**src/rtl/lbm_moment_engine.sv**
```systemverilog
// D2Q9 macroscopic-moment engine: sweeps every cell computing rho, ux, uy, or writes the rest-state lattice.
// Latency: init sweep 1 cycle/cell; moment sweep DW+FB+4 cycles/cell (5 when rho <= 0); done one cycle after the last write.
// Backpressure: none; start is honoured only in IDLE, RAMs are assumed to accept a write every cycle.
// Ports: start/mode request a sweep; busy/done/div_err report status; address drives all RAMs;
//        fin_rdata in (lane 0 MSBs, 1-cycle read); fin_we/fin_wdata, {rho,ux,uy}_we/_wdata out.
module lbm_moment_engine #(
    parameter int GRID_DIM        = 256,
    parameter int DATA_WIDTH      = 32,
    parameter int FRACTIONAL_BITS = 24,
    parameter int ADDRESS_WIDTH   = $clog2(GRID_DIM)
) (
    input  logic                      clk,
    input  logic                      rst_n,
    input  logic                      start,
    input  logic                      mode,
    output logic                      busy,
    output logic                      done,
    output logic                      div_err,
    output logic [ADDRESS_WIDTH-1:0]  address,
    input  logic [9*DATA_WIDTH-1:0]   fin_rdata,
    output logic                      fin_we,
    output logic [9*DATA_WIDTH-1:0]   fin_wdata,
    output logic                      rho_we,
    output logic                      ux_we,
    output logic                      uy_we,
    output logic [DATA_WIDTH-1:0]     rho_wdata,
    output logic [DATA_WIDTH-1:0]     ux_wdata,
    output logic [DATA_WIDTH-1:0]     uy_wdata
);
    localparam int DW = DATA_WIDTH;
    localparam int SW = DATA_WIDTH + 4;
    localparam int QW = DATA_WIDTH + FRACTIONAL_BITS;
    localparam int CW = $clog2(QW + 1);

    localparam logic [ADDRESS_WIDTH-1:0] LAST_ADDR = ADDRESS_WIDTH'(GRID_DIM - 1);
    localparam logic [DW-1:0] ONE = DW'(64'd1 << FRACTIONAL_BITS);
    localparam logic [DW-1:0] W_C = DW'((64'd4 << FRACTIONAL_BITS) / 64'd9);
    localparam logic [DW-1:0] W_A = DW'((64'd1 << FRACTIONAL_BITS) / 64'd9);
    localparam logic [DW-1:0] W_D = DW'((64'd1 << FRACTIONAL_BITS) / 64'd36);
    localparam logic [DW-1:0] MAX_W = {1'b0, {(DW-1){1'b1}}};
    localparam logic [DW-1:0] MIN_W = {1'b1, {(DW-1){1'b0}}};
    localparam logic [QW-1:0] MAG_POS = QW'(MAX_W);
    localparam logic [QW-1:0] MAG_NEG = QW'(MIN_W);

    // Lattice velocity signs, bit i = lane i.
    localparam logic [8:0] CX_POS = 9'b100100010;
    localparam logic [8:0] CX_NEG = 9'b011001000;
    localparam logic [8:0] CY_POS = 9'b001100100;
    localparam logic [8:0] CY_NEG = 9'b110010000;

    typedef enum logic [2:0] {S_IDLE, S_INIT, S_RD, S_CAP, S_SUM, S_DIV, S_WR, S_DONE} state_t;

    state_t                     state_q, state_d;
    logic [ADDRESS_WIDTH-1:0]   addr_q, addr_d;
    logic [CW-1:0]              cnt_q, cnt_d;
    logic [9*DW-1:0]            f_q, f_d;
    logic [DW-1:0]              rho_q, rho_d;
    logic                       bad_q, bad_d;
    logic                       div_err_q, div_err_d;
    logic [1:0]                 neg_q, neg_d;
    logic [1:0][DW-1:0]         rem_q, rem_d;
    logic [1:0][QW-1:0]         quo_q, quo_d;

    logic signed [DW-1:0]       lane;
    logic signed [SW-1:0]       s_rho, s_x, s_y;
    logic [DW-1:0]              rho_sat, x_sat, y_sat;
    logic [DW:0]                rs;

    function automatic logic [DW-1:0] sat_word(input logic signed [SW-1:0] s);
        if ((&s[SW-1:DW-1]) || !(|s[SW-1:DW-1])) return s[DW-1:0];
        else if (s[SW-1])                         return MIN_W;
        else                                      return MAX_W;
    endfunction

    function automatic logic [DW-1:0] abs_word(input logic [DW-1:0] v);
        return v[DW-1] ? -v : v;
    endfunction

    // Quotient magnitude back to a signed word, clamping on overflow.
    function automatic logic [DW-1:0] signed_quot(input logic [QW-1:0] mag, input logic neg);
        if (neg) return (mag > MAG_NEG) ? MIN_W : -mag[DW-1:0];
        else     return (mag > MAG_POS) ? MAX_W :  mag[DW-1:0];
    endfunction

    // Velocities are 0/+-1, so the weighted sums are plain add/subtract trees.
    always_comb begin
        s_rho = '0;
        s_x   = '0;
        s_y   = '0;
        lane  = '0;
        for (int i = 0; i < 9; i++) begin
            lane  = f_q[(8-i)*DW +: DW];
            s_rho = s_rho + SW'(lane);
            if (CX_POS[i])      s_x = s_x + SW'(lane);
            else if (CX_NEG[i]) s_x = s_x - SW'(lane);
            if (CY_POS[i])      s_y = s_y + SW'(lane);
            else if (CY_NEG[i]) s_y = s_y - SW'(lane);
        end
        rho_sat = sat_word(s_rho);
        x_sat   = sat_word(s_x);
        y_sat   = sat_word(s_y);
    end

    always_comb begin
        state_d   = state_q;
        addr_d    = addr_q;
        cnt_d     = cnt_q;
        f_d       = f_q;
        rho_d     = rho_q;
        bad_d     = bad_q;
        div_err_d = div_err_q;
        neg_d     = neg_q;
        rem_d     = rem_q;
        quo_d     = quo_q;
        rs        = '0;
        case (state_q)
            S_IDLE: begin
                if (start) begin
                    div_err_d = 1'b0;
                    addr_d    = '0;
                    state_d   = mode ? S_INIT : S_RD;
                end
            end
            S_INIT: begin
                if (addr_q == LAST_ADDR) begin
                    addr_d  = '0;
                    state_d = S_DONE;
                end else begin
                    addr_d = addr_q + ADDRESS_WIDTH'(1);
                end
            end
            S_RD:  state_d = S_CAP;
            S_CAP: begin
                f_d     = fin_rdata;
                state_d = S_SUM;
            end
            S_SUM: begin
                // Dividers are loaded straight from the saturated sums so DIV starts iterating at once.
                rho_d    = rho_sat;
                bad_d    = rho_sat[DW-1] || (rho_sat == '0);
                if (rho_sat[DW-1] || (rho_sat == '0)) div_err_d = 1'b1;
                neg_d    = {y_sat[DW-1], x_sat[DW-1]};
                quo_d[0] = {abs_word(x_sat), {FRACTIONAL_BITS{1'b0}}};
                quo_d[1] = {abs_word(y_sat), {FRACTIONAL_BITS{1'b0}}};
                rem_d    = '0;
                cnt_d    = '0;
                state_d  = S_DIV;
            end
            S_DIV: begin
                if (bad_q) begin
                    state_d = S_WR;
                end else begin
                    // One restoring step per cycle; rho_q is known positive here.
                    for (int i = 0; i < 2; i++) begin
                        rs = {rem_q[i], quo_q[i][QW-1]};
                        if (rs >= {1'b0, rho_q}) begin
                            rem_d[i] = DW'(rs - {1'b0, rho_q});
                            quo_d[i] = {quo_q[i][QW-2:0], 1'b1};
                        end else begin
                            rem_d[i] = rs[DW-1:0];
                            quo_d[i] = {quo_q[i][QW-2:0], 1'b0};
                        end
                    end
                    cnt_d = cnt_q + CW'(1);
                    if (cnt_q == CW'(QW - 1)) state_d = S_WR;
                end
            end
            S_WR: begin
                if (addr_q == LAST_ADDR) begin
                    addr_d  = '0;
                    state_d = S_DONE;
                end else begin
                    addr_d  = addr_q + ADDRESS_WIDTH'(1);
                    state_d = S_RD;
                end
            end
            S_DONE:  state_d = S_IDLE;
            default: state_d = S_IDLE;
        endcase
    end

    always_ff @(posedge clk or negedge rst_n) begin
        if (!rst_n) begin
            state_q   <= S_IDLE;
            addr_q    <= '0;
            cnt_q     <= '0;
            f_q       <= '0;
            rho_q     <= '0;
            bad_q     <= 1'b0;
            div_err_q <= 1'b0;
            neg_q     <= '0;
            rem_q     <= '0;
            quo_q     <= '0;
        end else begin
            state_q   <= state_d;
            addr_q    <= addr_d;
            cnt_q     <= cnt_d;
            f_q       <= f_d;
            rho_q     <= rho_d;
            bad_q     <= bad_d;
            div_err_q <= div_err_d;
            neg_q     <= neg_d;
            rem_q     <= rem_d;
            quo_q     <= quo_d;
        end
    end

    // Outputs decode from state so an asynchronous reset silences all writes immediately.
    always_comb begin
        busy      = (state_q != S_IDLE) && (state_q != S_DONE);
        done      = (state_q == S_DONE);
        div_err   = div_err_q;
        address   = addr_q;
        fin_we    = (state_q == S_INIT);
        rho_we    = (state_q == S_INIT) || (state_q == S_WR);
        ux_we     = rho_we;
        uy_we     = rho_we;
        rho_wdata = '0;
        ux_wdata  = '0;
        uy_wdata  = '0;
        if (state_q == S_INIT) begin
            rho_wdata = ONE;
        end else if (state_q == S_WR) begin
            rho_wdata = rho_q;
            if (!bad_q) begin
                ux_wdata = signed_quot(quo_q[0], neg_q[0]);
                uy_wdata = signed_quot(quo_q[1], neg_q[1]);
            end
        end
    end

    assign fin_wdata = {W_C, {4{W_A}}, {4{W_D}}};

endmodule
```
**config.mk**
```make
export PLATFORM = sky130hd
export DESIGN_NAME = lbm_moment_engine
export DESIGN_NICKNAME = d
export VERILOG_FILES = /design/src/rtl/lbm_moment_engine.sv
export SDC_FILE = /design/constraint.sdc
export NUM_CORES = 2
export LEC_CHECK = 0
export CORE_ASPECT_RATIO = 1.75
export CORE_MARGIN = 3
export CORE_UTILIZATION = 62
export CTS_BUF_LIST = sky130_fd_sc_hd__clkbuf_4 sky130_fd_sc_hd__clkbuf_8
export DETAILED_ROUTE_END_ITERATION = 8
export PLACE_DENSITY_LB_ADDON = 0.15
export RECOVER_POWER = 100
export SKIP_CTS_REPAIR_TIMING = 1
export SLEW_MARGIN = 10
export SYNTH_ARGS = -nofsm -noshare
export SYNTH_HDL_FRONTEND = slang
export SYNTH_SLANG_ARGS = --single-unit
export TNS_END_PERCENT = 30
```
**constraint.sdc**
```tcl
create_clock -name clk -period 12.7 [get_ports clk]
set_input_delay 1.27 -clock clk [delete_from_list [all_inputs] [get_ports clk]]
set_output_delay 1.27 -clock clk [all_outputs]
set_load 0.05 [all_outputs]
```
# ---- Word level (Yosys, flattened, before mapping)
# Cells that the tools add are included.
dict set report word_totals {
  regBits 517
  latchBits 0
  ram_bits 0
  mem_bits_ro 0
  in_bits 292
  out_inout_bits 399
  elab_cells 130
  memories 0
}
dict set report classes {
  add_sub_neg 26
  multipliers 0
  div_mod_pow 0
  magnitude_cmp 6
  eq_ne 15
  shift 0
  n_mux 45
  n_bitwise 0
  reduce_logical 26
}
# op n
set op_table {}
lappend op_table {{$mux 32} 24}
lappend op_table {{$pmux 112 s2} 1}
lappend op_table {{$add 36x32->36} 5}
lappend op_table {{$neg 32->32} 4}
lappend op_table {{$pmux 64 s2} 1}
lappend op_table {{$gt 56x31->1 const B} 2}
lappend op_table {{$gt 56x32->1 const B} 2}
lappend op_table {{$mux 112} 1}
lappend op_table {{$add 33x32->34} 3}
lappend op_table {{$sub 35x32->36} 2}
lappend op_table {{$add 34x32->35} 2}
lappend op_table {{$ge 33x32->1} 2}
lappend op_table {{$sub 32x32->33} 2}
lappend op_table {{$mux 64} 1}
lappend op_table {{$sub 32x32->32} 2}
lappend op_table {{$add 35x32->36} 1}
lappend op_table {{$sub 36x32->36} 1}
lappend op_table {{$sub 34x32->35} 1}
lappend op_table {{$add 32x32->33} 1}
lappend op_table {{$logic_not 32->1} 1}
lappend op_table {{$pmux 3 s8} 1}
lappend op_table {{$mux 8} 2}
lappend op_table {{$pmux 8 s2} 1}
lappend op_table {{$mux 3} 5}
lappend op_table {{26 further kinds} 50}

# ---- Logic depth before layout (Yosys ltp)
dict set report logic_depth {
  depth_word 16
  mapped_depth 30
  ltp_nobuf 27
}

# ---- Worst setup path before layout
# No wires, ideal clock.
dict set report synth_timing {
  kind {reg2reg}
  start {reg f_q[1]}
  end {reg quo_q[94] (netlist name)}
  arrival_ns 6.910
  t_required_ns 12.634
  setup_slack_ns 5.724
  stages_incl_launch_ff 31
  path_buffers 3
  synth_period_minus_slack_ns 6.976
  path_cell_list {dfrtp_1 -> inv_1 -> fa_1 -> fa_1 -> inv_1 -> fa_1 -> inv_1 -> ha_1 -> inv_1 -> fa_1 -> nand2b_1 -> a21oi_1 -> o2111ai_1 -> o21ai_1 -> a31oi_1 -> o211ai_1 -> xnor2_1 -> clkbuf_1 -> nor2_1 -> nand2_1 -> clkbuf_1 -> nand2_1 -> a21oi_1 -> ha_1 -> o21ai_0 -> nor4_4 -> and2_1 -> buf_2 -> a2111oi_0 -> a2111oi_0 -> a221o_1}
}
dict set report synth_between {
  elab_chain_len 8
  word_cells_on_any_way 10
  cone_classes {add/sub (2); mux (4); reduce/logical (4)}
}
# item line_no
set synth_lines {}
lappend synth_lines {{start, declared} 56} ;# logic [9*DW-1:0] f_q, f_d;
lappend synth_lines {{start signal, assigned} 187} ;# f_q <= '0;
lappend synth_lines {{start signal, assigned} 198} ;# f_q <= f_d;
lappend synth_lines {{$sub 36x32->36 *} 97} ;# else if (CY_NEG[i]) s_y = s_y - SW'(lane);
lappend synth_lines {{$reduce_or 5->1} 70} ;# if ((&s[SW-1:DW-1]) || !(|s[SW-1:DW-1])) return s[DW-1:0];
lappend synth_lines {{$logic_not 1->1} 70}
lappend synth_lines {{$logic_or 1x1->1} 70}
lappend synth_lines {{$mux 32 *} 70}
lappend synth_lines {{$neg 32->32} 76} ;# return v[DW-1] ? -v : v;
lappend synth_lines {{$mux 32 *} 76}
lappend synth_lines {{$pmux 112 s2 *} 116} ;# case (state_q)
lappend synth_lines {{end signal, assigned} 204} ;# quo_q <= quo_d;
lappend synth_lines {{end, declared} 62} ;# logic [1:0][QW-1:0] quo_q, quo_d;
# Every way passes the cells marked *; elsewhere a longest branch is shown, timed or not.
# A chain may end at the register's enable or synchronous reset.

# ---- Worst setup path in the final report
# Ends and elaborated chain as after synthesis.

==> impl_metrics.ini <==
[yosys]
yosys_warnings = 0
synth_top_area_share_pct = 26.43
synthMuxAreaShare_pct = 7.789
syn_avg_cell_area_um2 = 9.239
ys_top_cells_by_area = dfrtp_1 (26%), fa_1 (20%), mux2_2 (6.8%)
synth_edf_count = 0
synth_seq_area_share_pct = 26.43
synthCells = 5298
yosysUniqueCellTypes = 88
yosys_register_bits = 517
synth_compound_gate_area_share_pct = 14.21
ys.flop_type = dfrtp_1
synthesis.area_um2 = 48950
synth_xor_area_share_pct = 2.738
synth_top_family_by_area = adder cells
synth.largest_area_cell = dfrtp_1
async_reset_ff_share_pct = 100.0
synthAdderAreaFrac_pct = 24.55
synthSimpleGateAreaFrac_pct = 12.02

[worst_hold_path]
hp-start = quo_q[52]$_DFFE_PN0P_
hold_depth = 2
holdCritPathClass = flip-flop to flip-flop
min_to = quo_q[52]$_DFFE_PN0P_

[final_layout]
layout-drive-gt1-share_pct = 8.871
final_cells = 6701
area_growth_pct = 11.26
nNetsFinal = 6571

[setup_path]
r2r_setup_slack_ns = 3.37
critPathLaunch = f_q[1]$_DFFE_PN0P_
critPathBufInv = 6
worst-path-max-fanout = 29
r2r_start = f_q[1]$_DFFE_PN0P_
crit_required_ns = 13.38
ff2ff_path_depth = 27
end_kind = flip-flop
crit_slowest_cell = clkbuf_1
cp.depth = 27
cpPeakStageDelay_ns = 1.09
critPathTopFamily = compound AO/OA/AOI/OAI gates
crit_type = flip-flop to flip-flop
cp.arrival_ns = 10.01
crit_path_start_kind = flip-flop
r2r-end = quo_q[94]$_DFFE_PN0P_

[floorplanning]
start_util_pct = 62.86
die-area_um2 = 82490
fp.dieW_um = 218.4
pin_count = 691
fp.dieH_um = 377.7
coreArea_um2 = 77870
row_count = 135

[global_routing]
antenna_found_initial = 4
grt_max_degree = 179
track_usage_pct = 34.81
grt_overflow = 0
first_global_vias = 40470
grt_pass1_wl_um = 221700

[placement]
gp_congestion = 0.9980
post-dp-hpwl_um = 114800
io_buffers = 402
placed_cells = 6557

[timing]
hold_viol_final = 0
min_period_ns = 9.331
tightest_slew_ns = 6.541
slew_headroom_pct = -336.1
fin_tns_setup_ns = 0
rsz0062_at_grt = false
skew_ns = 0.02844
fin_crit_sh_pct = 73.47
setup_viol = 0
max_freq_mhz = 107.2
maxSlewViolCount = 1011

[status]
violations = max-capacitance violations, max-slew violations
status = finished with violations

[route]
remaining_drc_errors = 0
vias = 39340
drtIter0Drc = 2934
firstDrtPassIters = 7
vias_per_cell = 5.871
drt_wl_total_um = 143400
avgRoutedWirePerCell_um = 21.40
ant_nets = 0

[clock_network]
clk_path_buf_depth = 3
cts_buffers = 80
clk_pin_slew_ns = 0.07
numClockSinks = 517
clk-insertion-delay-late_ns = 0.76
cts_tree = yes
ctsRootBufferMaster = clkbuf_8
htree_levels = 3

[run]
drv_cap = 17
-- cells in the final DEF (no fill, tap or decap), types with 38 or more instances in the layout --
cell             instances
clkdlybuf4s50_1        290
xor2_1                  65
o21ai_0                247
dfrtp_1                516
nand2b_1                38
nor3_1                  60
dlygate4sd3_1          111
a21o_1                  74
a21oi_1                279
a311oi_1                48
ha_1                   178
nand3_1                130
mux2_2                 294
a31oi_1                 61
conb_1                 288
mux2i_1                 49
xnor2_1                 88
fa_1                   489
inv_1                  808
nand2_1                389
clkbuf_8               100
or3_1                   43
nor2_1                 334
-- flip-flops by register name, summed over array words and instances, names as in the netlist --
name / count
address: 8
neg_q: 2
bad_q: 1
f_q: 288
cnt_q: 6
state_q: 3
rem_q: 64
quo_q: 112
div_err: 1
rho_q: 32
-- worst max path at each step --
stage                                        end  slack (ns)
after detailed placement   quo_q[94]$_DFFE_PN0P_        4.57
after floorplan            quo_q[94]$_DFFE_PN0P_        5.72
final                      quo_q[94]$_DFFE_PN0P_        3.37
after global routing      quo_q[100]$_DFFE_PN0P_        2.50
after global placement     quo_q[94]$_DFFE_PN0P_        4.80
after CTS                  quo_q[94]$_DFFE_PN0P_        4.52
-- cell usage after synthesis (60+ instances only) --
library cell and count:
buf_4 290, ha_1 178, xnor2_1 88, mux2_2 295
a31oi_1 61, o21ai_0 244, dfrtp_1 517, nor2_1 337
a21o_1 74, inv_1 808, clkbuf_1 180, xor2_1 65
fa_1 489, nor3_1 60, a21oi_1 280, nand2_1 391
nand3_1 130
-- cell type report --
cell class | count | area (um2)
fill | 6178 | 23410
antenna | 4 | 10.01
clock buffer | 117 | 1504
sequential | 517 | 12940
timing repair buffer | 436 | 4230
inverter | 808 | 3033
clock inverter | 23 | 339.1
multi-input combinational | 3769 | 31120
tap | 1027 | 1285
-- per-layer routing --
metal  global-route usage (%)  wire [um]  vias to the layer above
met4                    24.23      11100                        0
met2                    61.97      74910                     1574
met5                        0          0                        -
li1                         -          -                    17820
met3                    3.887       7402                      445
met1                    38.63      49970                    19500
-- per-stage QoR --
step	cell area [um2]	hold slack [ns]	utilization, %	setup slack, ns
floorplan	50020	0.4498	-	5.724
global placement	52730	0.4637	67.72	4.798
detailed placement	52730	0.4834	67.72	4.569
CTS	54570	0.4978	70.09	4.518
global route	54460	0.5115	69.93	2.496
finish	54460	0.5047	69.93	3.369
-- logic make-up after synthesis --
logic type,after synthesis
AOI/OAI and AO/OA,1078
buffers and inverters,1298
other,2
DFF,517
muxes,344
adders and majority gates,667
xor gates and xnor gates,153
and+or+nand+nor,1239
-- worst min-delay path, delay by kind of cell, from the launching register on --
| kind | cells | cell delay [ns] |
|---|---|---|
| DFF | 1 | 0.36 |
| AOI/OAI and AO/OA | 1 | 0.05 |
| and+or+nand+nor | 1 | 0.06 |
Power is not shown: default switching activity piles up to over one toggle a cycle in this logic, so the estimate is an artifact.
